==> src/rtl/mc_pkg.sv <==
// Shared definitions for the multi-cycle RV32I sequencer: state encoding,
// opcode constants, error codes and writeback-mux selects.
package mc_pkg;

    typedef enum logic [2:0] {
        ST_FETCH,
        ST_DECODE,
        ST_EXEC,
        ST_MEM,
        ST_WB,
        ST_HALT
    } state_t;

    localparam logic [6:0] OPC_LOAD     = 7'b0000011;
    localparam logic [6:0] OPC_STORE    = 7'b0100011;
    localparam logic [6:0] OPC_BRANCH   = 7'b1100011;
    localparam logic [6:0] OPC_OP       = 7'b0110011;
    localparam logic [6:0] OPC_OP_IMM   = 7'b0010011;
    localparam logic [6:0] OPC_LUI      = 7'b0110111;
    localparam logic [6:0] OPC_AUIPC    = 7'b0010111;
    localparam logic [6:0] OPC_JAL      = 7'b1101111;
    localparam logic [6:0] OPC_JALR     = 7'b1100111;
    localparam logic [6:0] OPC_MISC_MEM = 7'b0001111;
    localparam logic [6:0] OPC_SYSTEM   = 7'b1110011;

    localparam logic [1:0] ERR_NONE    = 2'd0;
    localparam logic [1:0] ERR_ILLEGAL = 2'd1;
    localparam logic [1:0] ERR_IMEM_TO = 2'd2;
    localparam logic [1:0] ERR_DMEM_TO = 2'd3;

    localparam logic [1:0] WB_DMEM = 2'd0;
    localparam logic [1:0] WB_ALU  = 2'd1;
    localparam logic [1:0] WB_PC4  = 2'd2;

    function automatic logic is_jump(input logic [6:0] op);
        return (op == OPC_JAL) || (op == OPC_JALR);
    endfunction

endpackage

==> src/rtl/mc_wait_timer.sv <==
// Memory-handshake wait counter; expired flags the last wait cycle allowed
// before a timeout. MAX_WAIT = 0 means unbounded and builds no flops.
module mc_wait_timer #(
    parameter int unsigned MAX_WAIT = 0
) (
    input  logic clk,
    input  logic rst_n,
    input  logic clear,
    input  logic wait_en,
    output logic expired
);

    generate
        if (MAX_WAIT == 0) begin : g_unbounded
            logic unused_inputs;
            assign unused_inputs = ^{clk, rst_n, clear, wait_en};
            assign expired       = 1'b0;
        end else begin : g_bounded
            localparam int unsigned CW = $clog2(MAX_WAIT + 1);
            logic [CW-1:0] count;

            always_ff @(posedge clk or negedge rst_n) begin
                if (!rst_n) begin
                    count <= '0;
                end else if (clear) begin
                    count <= '0;
                end else if (wait_en && (count != CW'(MAX_WAIT))) begin
                    count <= count + CW'(1);
                end
            end

            // Asserted on the MAX_WAIT-th waiting cycle; a ready seen that cycle still wins.
            assign expired = (count == CW'(MAX_WAIT - 1));
        end
    endgenerate

endmodule

==> src/rtl/multi_cycle_seq.sv <==
// Multi-cycle RV32I sequencer: FETCH/DECODE/EXEC/MEM/WB control strobes,
// timeout/illegal halt. Perf counters are built only with MC_PERF_CNT_EN.
module multi_cycle_seq
    import mc_pkg::*;
#(
    parameter int unsigned CNT_W    = 32,
    parameter int unsigned MAX_WAIT = 0
) (
    input  logic             clk,
    input  logic             rst_n,
    input  logic [6:0]       opcode,
    input  logic             br_taken,
    input  logic             imem_ready,
    input  logic             dmem_ready,
    output logic             imem_req,
    output logic             ir_we,
    output logic             dmem_req,
    output logic             dmem_we,
    output logic             reg_we,
    output logic [1:0]       wb_sel,
    output logic             pc_we,
    output logic             pc_sel,
    output logic             retire,
    output logic             halted,
    output logic [1:0]       err_code,
    output logic [CNT_W-1:0] cycle_cnt,
    output logic [CNT_W-1:0] instret_cnt
);

    state_t     state, state_next;
    logic [1:0] err_q, err_next;
    logic       go_halt;
    logic       imem_req_c, ir_we_c, dmem_req_c, dmem_we_c, reg_we_c;
    logic       pc_we_c, pc_sel_c, retire_c;
    logic [1:0] wb_sel_c;
    logic       wait_clear, wait_en, expired;

    always_ff @(posedge clk or negedge rst_n) begin
        if (!rst_n) begin
            state <= ST_FETCH;
            err_q <= ERR_NONE;
        end else begin
            state <= state_next;
            if (go_halt) begin
                err_q <= err_next;
            end
        end
    end

    always_comb begin
        state_next = state;
        err_next   = ERR_NONE;
        go_halt    = 1'b0;
        imem_req_c = 1'b0;
        ir_we_c    = 1'b0;
        dmem_req_c = 1'b0;
        dmem_we_c  = 1'b0;
        reg_we_c   = 1'b0;
        wb_sel_c   = WB_DMEM;
        pc_we_c    = 1'b0;
        pc_sel_c   = 1'b0;
        retire_c   = 1'b0;

        case (state)
            ST_FETCH: begin
                imem_req_c = 1'b1;
                if (imem_ready) begin
                    ir_we_c    = 1'b1;
                    state_next = ST_DECODE;
                end else if (expired) begin
                    state_next = ST_HALT;
                    err_next   = ERR_IMEM_TO;
                    go_halt    = 1'b1;
                end
            end
            ST_DECODE: state_next = ST_EXEC;
            ST_EXEC: begin
                case (opcode)
                    OPC_BRANCH: begin
                        pc_we_c    = 1'b1;
                        pc_sel_c   = br_taken;
                        retire_c   = 1'b1;
                        state_next = ST_FETCH;
                    end
                    OPC_LOAD, OPC_STORE: state_next = ST_MEM;
                    OPC_OP, OPC_OP_IMM, OPC_LUI, OPC_AUIPC, OPC_JAL, OPC_JALR:
                        state_next = ST_WB;
                    OPC_MISC_MEM: begin
                        pc_we_c    = 1'b1;
                        retire_c   = 1'b1;
                        state_next = ST_FETCH;
                    end
                    OPC_SYSTEM: begin
                        state_next = ST_HALT;
                        err_next   = ERR_NONE;
                        go_halt    = 1'b1;
                    end
                    default: begin
                        state_next = ST_HALT;
                        err_next   = ERR_ILLEGAL;
                        go_halt    = 1'b1;
                    end
                endcase
            end
            ST_MEM: begin
                // Only LOAD and STORE reach MEM, so non-store implies load.
                dmem_req_c = 1'b1;
                dmem_we_c  = (opcode == OPC_STORE);
                if (dmem_ready) begin
                    if (opcode == OPC_STORE) begin
                        pc_we_c    = 1'b1;
                        retire_c   = 1'b1;
                        state_next = ST_FETCH;
                    end else begin
                        state_next = ST_WB;
                    end
                end else if (expired) begin
                    state_next = ST_HALT;
                    err_next   = ERR_DMEM_TO;
                    go_halt    = 1'b1;
                end
            end
            ST_WB: begin
                reg_we_c   = 1'b1;
                if (opcode == OPC_LOAD) begin
                    wb_sel_c = WB_DMEM;
                end else if (is_jump(opcode)) begin
                    wb_sel_c = WB_PC4;
                end else begin
                    wb_sel_c = WB_ALU;
                end
                pc_we_c    = 1'b1;
                pc_sel_c   = is_jump(opcode);
                retire_c   = 1'b1;
                state_next = ST_FETCH;
            end
            ST_HALT: state_next = ST_HALT;
            default: state_next = ST_FETCH;
        endcase
    end

    assign wait_en    = ((state == ST_FETCH) && !imem_ready) ||
                        ((state == ST_MEM)   && !dmem_ready);
    assign wait_clear = (state_next != state) &&
                        ((state_next == ST_FETCH) || (state_next == ST_MEM));

    mc_wait_timer #(
        .MAX_WAIT (MAX_WAIT)
    ) u_wait_timer (
        .clk     (clk),
        .rst_n   (rst_n),
        .clear   (wait_clear),
        .wait_en (wait_en),
        .expired (expired)
    );

    // Strobes are gated by rst_n so an aborted instruction cannot write during reset.
    assign imem_req = imem_req_c & rst_n;
    assign ir_we    = ir_we_c    & rst_n;
    assign dmem_req = dmem_req_c & rst_n;
    assign dmem_we  = dmem_we_c  & rst_n;
    assign reg_we   = reg_we_c   & rst_n;
    assign wb_sel   = rst_n ? wb_sel_c : WB_DMEM;
    assign pc_we    = pc_we_c    & rst_n;
    assign pc_sel   = pc_sel_c   & rst_n;
    assign retire   = retire_c   & rst_n;
    assign halted   = (state == ST_HALT) & rst_n;
    assign err_code = err_q;

`ifdef MC_PERF_CNT_EN
    logic [CNT_W-1:0] cycle_q, instret_q;

    always_ff @(posedge clk or negedge rst_n) begin
        if (!rst_n) begin
            cycle_q   <= '0;
            instret_q <= '0;
        end else begin
            cycle_q <= cycle_q + CNT_W'(1);
            if (retire_c) begin
                instret_q <= instret_q + CNT_W'(1);
            end
        end
    end

    assign cycle_cnt   = cycle_q;
    assign instret_cnt = instret_q;
`else
    assign cycle_cnt   = '0;
    assign instret_cnt = '0;
`endif

endmodule
==> config.mk <==
export PLATFORM = sky130hd
export DESIGN_NAME = multi_cycle_seq
export DESIGN_NICKNAME = d
export VERILOG_FILES = /design/src/rtl/mc_pkg.sv /design/src/rtl/mc_wait_timer.sv /design/src/rtl/multi_cycle_seq.sv
export SDC_FILE = /design/constraint.sdc
export NUM_CORES = 1
export LEC_CHECK = 0
export ABC_AREA = 0
export CAP_MARGIN = 40
export CORE_MARGIN = 3
export CORE_UTILIZATION = 28
export DETAILED_ROUTE_END_ITERATION = 12
export GPL_TIMING_DRIVEN = 0
export PLACE_DENSITY = 0.82
export SLEW_MARGIN = 20
export SYNTH_ARGS = -nofsm -noshare
export SYNTH_HDL_FRONTEND = slang
export SYNTH_SLANG_ARGS = --single-unit
==> constraint.sdc <==
create_clock -name clk -period 1.7 [get_ports clk]
set_clock_uncertainty 0.15 [all_clocks]
set_input_delay 0.34 -clock clk [delete_from_list [all_inputs] [get_ports clk]]
set_output_delay 0.34 -clock clk [all_outputs]
set_load 0.02 [all_outputs]
==> results of run 1 <==
## how the worst max path moves through the flow
stage,startpoint,to
after CTS,state[1],retire
after floorplan,state[2],retire
after detailed placement,opcode[2],retire
after global placement,opcode[2],retire
after global routing,state[2],retire
final,state[2],retire
## flip-flops by register name (all words and copies together) (netlist names)
name      count
state         3
err_code      1
## critical path: stages (launching register included)
cell and delay, ns:
dfrtp_2 0.39, nand2b_4 0.18, nor2_4 0.04, and3_4 0.15, a221o_1 0.33, buf_6 0.12, buf_6 0.12
## metal layers
layer | track usage [%] | up-vias | wire, um
met5 | 0 | - | 0
met4 | 2.332 | 0 | 12
met3 | 4.103 | 6 | 316
met2 | 20.03 | 58 | 1333
met1 | 10.17 | 426 | 793
li1 | - | 527 | -
## stage by stage
stage / instance area [um2] / util (%) / hold slack, ns / total power (W) / setup TNS, ns
2_1_floorplan: 1279 / - / -0.1056 / 0.0007039 / -0.7582
3_3_place_gp: 1567 / 46.22 / 0.3369 / 0.0008515 / -11.58
3_5_place_dp: 1567 / 46.22 / 0.3341 / 0.0008573 / -11.55
4_1_cts: 1714 / 50.57 / 0.3232 / 0.001092 / -1.828
5_1_grt: 1765 / 52.09 / 0.3343 / 0.001283 / -2.241
6_report: 1765 / 52.09 / 0.3225 / 0.001188 / -1.627
## layout by cell type, fill, tap and decap left out, types with 4 or more instances in the layout
cell type   n
nor2_1      4
nand2_1     8
buf_2       8
buf_6      10
conb_1     65
a21oi_1     4
buf_4      79
## power groups by stage
stage               clock [W]  combinational (W)  sequential, W
finish               0.000107           0.000917       0.000163
global route         0.000124           0.000990       0.000169
CTS                  0.000113           0.000829       0.000150
detailed placement          0           0.000703       0.000154
global placement            0           0.000697       0.000154
floorplan                   0           0.000544       0.000160
## final cells by class
class / instances / share of cell area [%]
clock buffer: 3 / 1.276
sequential: 4 / 5.741
tap: 46 / 3.260
buffer: 67 / 28.92
timing repair buffer: 38 / 18.43
multi-input combinational: 125 / 42.38
## cells by family (layout without fill, tap and decap cells)
kind of cell / Yosys count / count (layout) / synth area share [%]
buffers and inverters: 68 / 108 / 50.88
and+or+nand+nor: 42 / 42 / 25.19
AOI/OAI and AO/OA: 17 / 17 / 12.41
DFF: 4 / 4 / 10.03
other: 1 / 65 / 0.3756
muxes: 1 / 1 / 1.128
## what timing repair did
action                                 4_1_cts  5_1_grt
endpoints found under the hold margin        4        0
buffers inserted                            11        4
hold buffers                                 1        0
gates resized for setup                    107       16
gates cloned                                 0        0
setup endpoints to repair                   14       15
pin swaps                                   10        7
==> flow_metrics.py, run 1 <==
metrics = {
    "pwr": {
        "powerDensity_mw_per_mm2": 672.8,
        "p_comb_share_pct": 77.2,
        "power_frac_clock_pct": 9.0,
        "p_int_w": 0.0006512,
        "ir_worst_vdd_mv": 0.2246,
        "power_frac_seq_pct": 13.8,
        "p_switching_w": 0.0005365,
        "power_leakage_nw": 0.9909,
        "switching_share_pct": 45.17,
    },
    "flow_run": {
        "maxCapViolations": 0,
    },
    "logic_synthesis": {
        "synth.most_common_cell": "buf_4",
        "synth.cell_area_um2": 998.5,
        "synth_common_cells": "buf_4, nand2_1, nor2_1",
        "synth-seq-cells": 4,
        "synth_cell_types": 35,
        "synth_seq_area_share_pct": 10.03,
        "synthTopCellsByArea": "buf_4, dfrtp_1, nand2_1",
        "yosysWarnings": 0,
        "async_flop_share_pct": 100.0,
        "synth_cells": 133,
        "synth_ff_type": "dfrtp_1",
        "synth_edf_count": 0,
        "synth_top_area_share_pct": 50.38,
        "syn_avg_cell_area_um2": 7.507,
        "synth_top_area_cell": "buf_4",
    },
    "global_route": {
        "grt_usage_pct": 10.37,
        "grt_pass1_wl_mm": 3.601,
        "antenna_found_initial": 0,
        "grt_pass1_vias": 852,
        "grt_overflow": 0,
        "grt_max_degree": 11,
    },
    "drt": {
        "vias": 1017,
        "via_per_inst": 3.594,
        "ant_nets": 0,
        "wirelength_mm": 2.456,
        "post-route-drc-count": 0,
        "drt_iter0_drc": 72,
        "routedWlPerCell_um": 8.678,
        "dr.pass1.iters": 4,
    },
    "timing": {
        "setup_slack_ns": -0.3407,
        "finalCritPeriodShare_pct": 120.0,
        "hold_viol_final": 0,
        "max_freq_ghz": 0.4900,
        "setup_violations": 9,
        "slew_violations": 0,
        "rsz0062_at_grt": "yes",
        "fin_crit_ns": 2.041,
    },
    "critical_path": {
        "r2r_end": "state[2]",
        "crit_type": "reg -> out",
        "reg2reg_depth": 7,
        "crit_arrival_ns": 1.55,
        "reg2reg_from": "state[1]",
        "critPathLaunchType": "register",
        "setup.worst_path.end_class": "primary output",
        "cp.required_ns": 1.21,
        "rrSetupSlack_ns": -0.02,
        "cp_max_fo": 4,
    },
    "placed_design": {
        "dp.cells": 266,
        "hpwl_mm": 1.860,
        "place_congestion": 0.8389,
        "io_buffers": 23,
        "post-place-ws_ns": -1.214,
    },
    "hold_path": {
        "whs_endpoint": "err_code[0]",
        "hp-class": "in -> reg",
        "hold_path_startpoint": "opcode[0]",
        "hold_depth": 3,
    },
    "clocking": {
        "cts_tree": "built",
        "path_clk_slew_ns": 0.03,
        "clock_sinks": 4,
        "clock_latency_ns": 0.22,
        "clockBufferDepth": 2,
        "cts.htree.levels": 1,
        "cts_buffers": 3,
        "cts_root_buf": "clkbuf_4",
    },
    "floorplan": {
        "die_area_mm2": 0.004318,
        "die_x_um": 65.72,
        "core_area_mm2": 0.003390,
        "die_y_um": 65.72,
        "start_util_pct": 29.46,
        "rows": 21,
        "boundaryPins": 89,
    },
    "final_layout": {
        "stdcell_count": 283,
        "multi_input_area_um2": 748.2,
        "antennaDiodeCount": 0,
        "drive_gt1_share_pct": 53.59,
        "filler_cell_count": 330,
        "nets": 251,
        "area_growth_pct": 76.82,
        "seqCellArea_um2": 101.3,
    },
    "status": {
        "outcome": "complete, but fails checks",
        "failed_checks": "setup timing",
    },
}
No activity file was read; power rests on OpenSTA's default activity.
==> inputs of run 2 (changes only) <==
Settings changed: CORE_ASPECT_RATIO from default to 1.5.
==> run 2 against run 1 <==
  * The flow still finishes with violations (setup timing)
  * Critical path depth did not move
  * Sequential share of layout area rose by 0.15 points
  * Wire length rose by 0.53%
  * Clock power rose by 84%
  * Total power rose by 3.4%
  * Highest routed layer unchanged
  * Final area fell by 1.3%
  * Worst setup slack got worse by 0.0056 ns
  * Die area rose by 0.34%
  * Utilization rose by 0.94 points
==> flow_metrics.py, run 2 (same netlist as run 1, synthesis figures left out) <==
metrics = {
    "status": {
        "outcome": "complete, but fails checks",
        "failed_checks": "setup timing",
    },
    "drt": {
        "ant_nets": 0,
        "dr.pass1.iters": 4,
        "drt_iter0_drc": 10,
        "wirelength_mm": 2.469,
        "post-route-drc-count": 0,
        "routedWlPerCell_um": 8.978,
        "via_per_inst": 3.589,
        "vias": 987,
    },
    "timing": {
        "max_freq_ghz": 0.4887,
        "slew_violations": 0,
        "setup_violations": 7,
        "setup_slack_ns": -0.3463,
        "fin_crit_ns": 2.046,
        "rsz0062_at_grt": "yes",
        "hold_viol_final": 0,
        "finalCritPeriodShare_pct": 120.4,
    },
    "hold_path": {
        "whs_endpoint": "err_code[0]",
        "hp-class": "reg -> reg",
        "hold_path_startpoint": "err_code[0]",
        "hold_depth": 1,
    },
    "critical_path": {
        "reg2reg_depth": 5,
        "r2r_end": "state[2]",
        "crit_type": "reg -> out",
        "reg2reg_from": "state[1]",
        "setup.worst_path.end_class": "primary output",
        "cp.required_ns": 1.21,
        "rrSetupSlack_ns": 0.14,
        "critPathLaunchType": "register",
        "crit_arrival_ns": 1.56,
        "cp_max_fo": 3,
    },
    "global_route": {
        "grt_pass1_vias": 921,
        "grt_overflow": 0,
        "antenna_found_initial": 0,
        "grt_pass1_wl_mm": 3.732,
        "grt_max_degree": 11,
        "grt_usage_pct": 11.38,
    },
    "final_layout": {
        "largest_reg_flops": 3,
        "area_growth_pct": 74.44,
        "seqCellArea_um2": 102.6,
        "drive_gt1_share_pct": 53.62,
        "final_cell_mix": "buf_4, conb_1, buf_6",
        "multi_input_area_um2": 739.5,
        "utilization_pct": 53.03,
        "filler_cell_count": 319,
        "nets": 249,
        "top_register": "state",
        "antennaDiodeCount": 0,
        "layout_commonest_cell": "buf_4",
    },
    "clocking": {
        "cts_buffers": 3,
        "clock_latency_ns": 0.21,
        "clock_sinks": 4,
        "cts_root_buf": "clkbuf_8",
        "clockBufferDepth": 2,
        "cts_tree": "built",
        "cts.htree.levels": 1,
        "path_clk_slew_ns": 0.03,
    },
    "placed_design": {
        "place_congestion": 0.8890,
        "io_buffers": 23,
        "hpwl_mm": 1.865,
    },
    "pwr": {
        "p_comb_share_pct": 70.7,
        "power_frac_seq_pct": 13.3,
        "power_leakage_nw": 0.9862,
        "finalPower_w": 0.001228,
        "p_int_w": 0.0006919,
        "p_switching_w": 0.0005362,
        "powerDensity_mw_per_mm2": 705.2,
        "ir_worst_vdd_mv": 0.6209,
        "power_frac_clock_pct": 16.0,
        "switching_share_pct": 43.66,
    },
    "floorplan": {
        "core_area_mm2": 0.003284,
        "die_area_mm2": 0.004333,
        "start_util_pct": 30.40,
        "rows": 25,
        "die_y_um": 79.14,
        "die_x_um": 54.76,
        "boundaryPins": 89,
    },
    "flow_run": {
        "maxCapViolations": 0,
    },
}
## run 2: cell count changes in the layout (fill, tap and decap cells not counted), moves of 2 or more
| cell | previous run | this run |
|---|---|---|
| buf_4 | 79 | 77 |
| clkbuf_4 | 3 | 0 |
| clkbuf_8 | 0 | 3 |
| nor2_2 | 2 | 0 |
| nor2_4 | 3 | 5 |
## run 2: power by group through the flow
| stage | clock [W] | sequential [W] | combinational, W |
|---|---|---|---|
| 6_report | 0.000197 | 0.000164 | 0.000868 |
| 5_1_grt | 0.000209 | 0.000169 | 0.000941 |
| 4_1_cts | 0.000202 | 0.000147 | 0.000821 |
| 3_5_place_dp | 0 | 0.000154 | 0.000704 |
| 3_3_place_gp | 0 | 0.000153 | 0.000698 |
| 2_1_floorplan | 0 | 0.000160 | 0.000544 |
## run 2: how the worst max path moves through the flow
| stage | start | to | slack, ns | cells after the start |
|---|---|---|---|---|
| 6_report | state[1] | retire | -0.35 | 6 |
| 5_1_grt | state[1] | retire | -0.41 | 6 |
| 4_1_cts | state[1] | retire | -0.37 | 7 |
| 2_1_floorplan | state[2] | retire | -0.25 | 5 |
| 3_3_place_gp | opcode[2] | retire | -1.20 | 6 |
| 3_5_place_dp | opcode[2] | retire | -1.21 | 6 |
## run 2: stage by stage
step                      hold WS (ns)  std cells  worst slack (ns)  cell area, um2  TNS, ns
after floorplan                -0.1056        197           -0.2510            1279  -0.7582
after global placement          0.3277        260            -1.200            1559   -11.41
after detailed placement        0.3285        260            -1.206            1559   -11.57
after CTS                       0.3392        273           -0.3664            1704   -1.617
after global routing            0.3731        275           -0.4086            1742   -1.822
final                           0.3317        275           -0.3463            1742   -1.326
## run 2: timing repair
action,CTS,global route
pin swaps,9,5
resized for setup,109,10
setup buffers,9,3
endpoints found under the setup margin,14,11
cloned,0,0
hold buffers,1,0
endpoints found under the hold margin,4,0
## run 2: per-layer routing
metal / wire length [um] / GRT usage [%]
met5: 0 / 0
met3: 342 / 2.814
met1: 758 / 10.69
met4: 67 / 6.234
met2: 1301 / 20.85
## run 2: area by class of cell
cell class | instances | share of cell area, %
Tap cell | 40 | 2.874
Buffer | 67 | 29.31
Clock buffer | 3 | 2.371
Multi-Input combinational cell | 125 | 42.46
Sequential cell | 4 | 5.891
Timing Repair Buffer | 36 | 17.10
## run 2: worst max-delay path: stages, from the launching register on
cell and delay (ns):
dfrtp_2 0.43, nand2b_4 0.12, nor2_4 0.04, and3_4 0.14, a221o_1 0.37, buf_6 0.13
buf_6 0.12
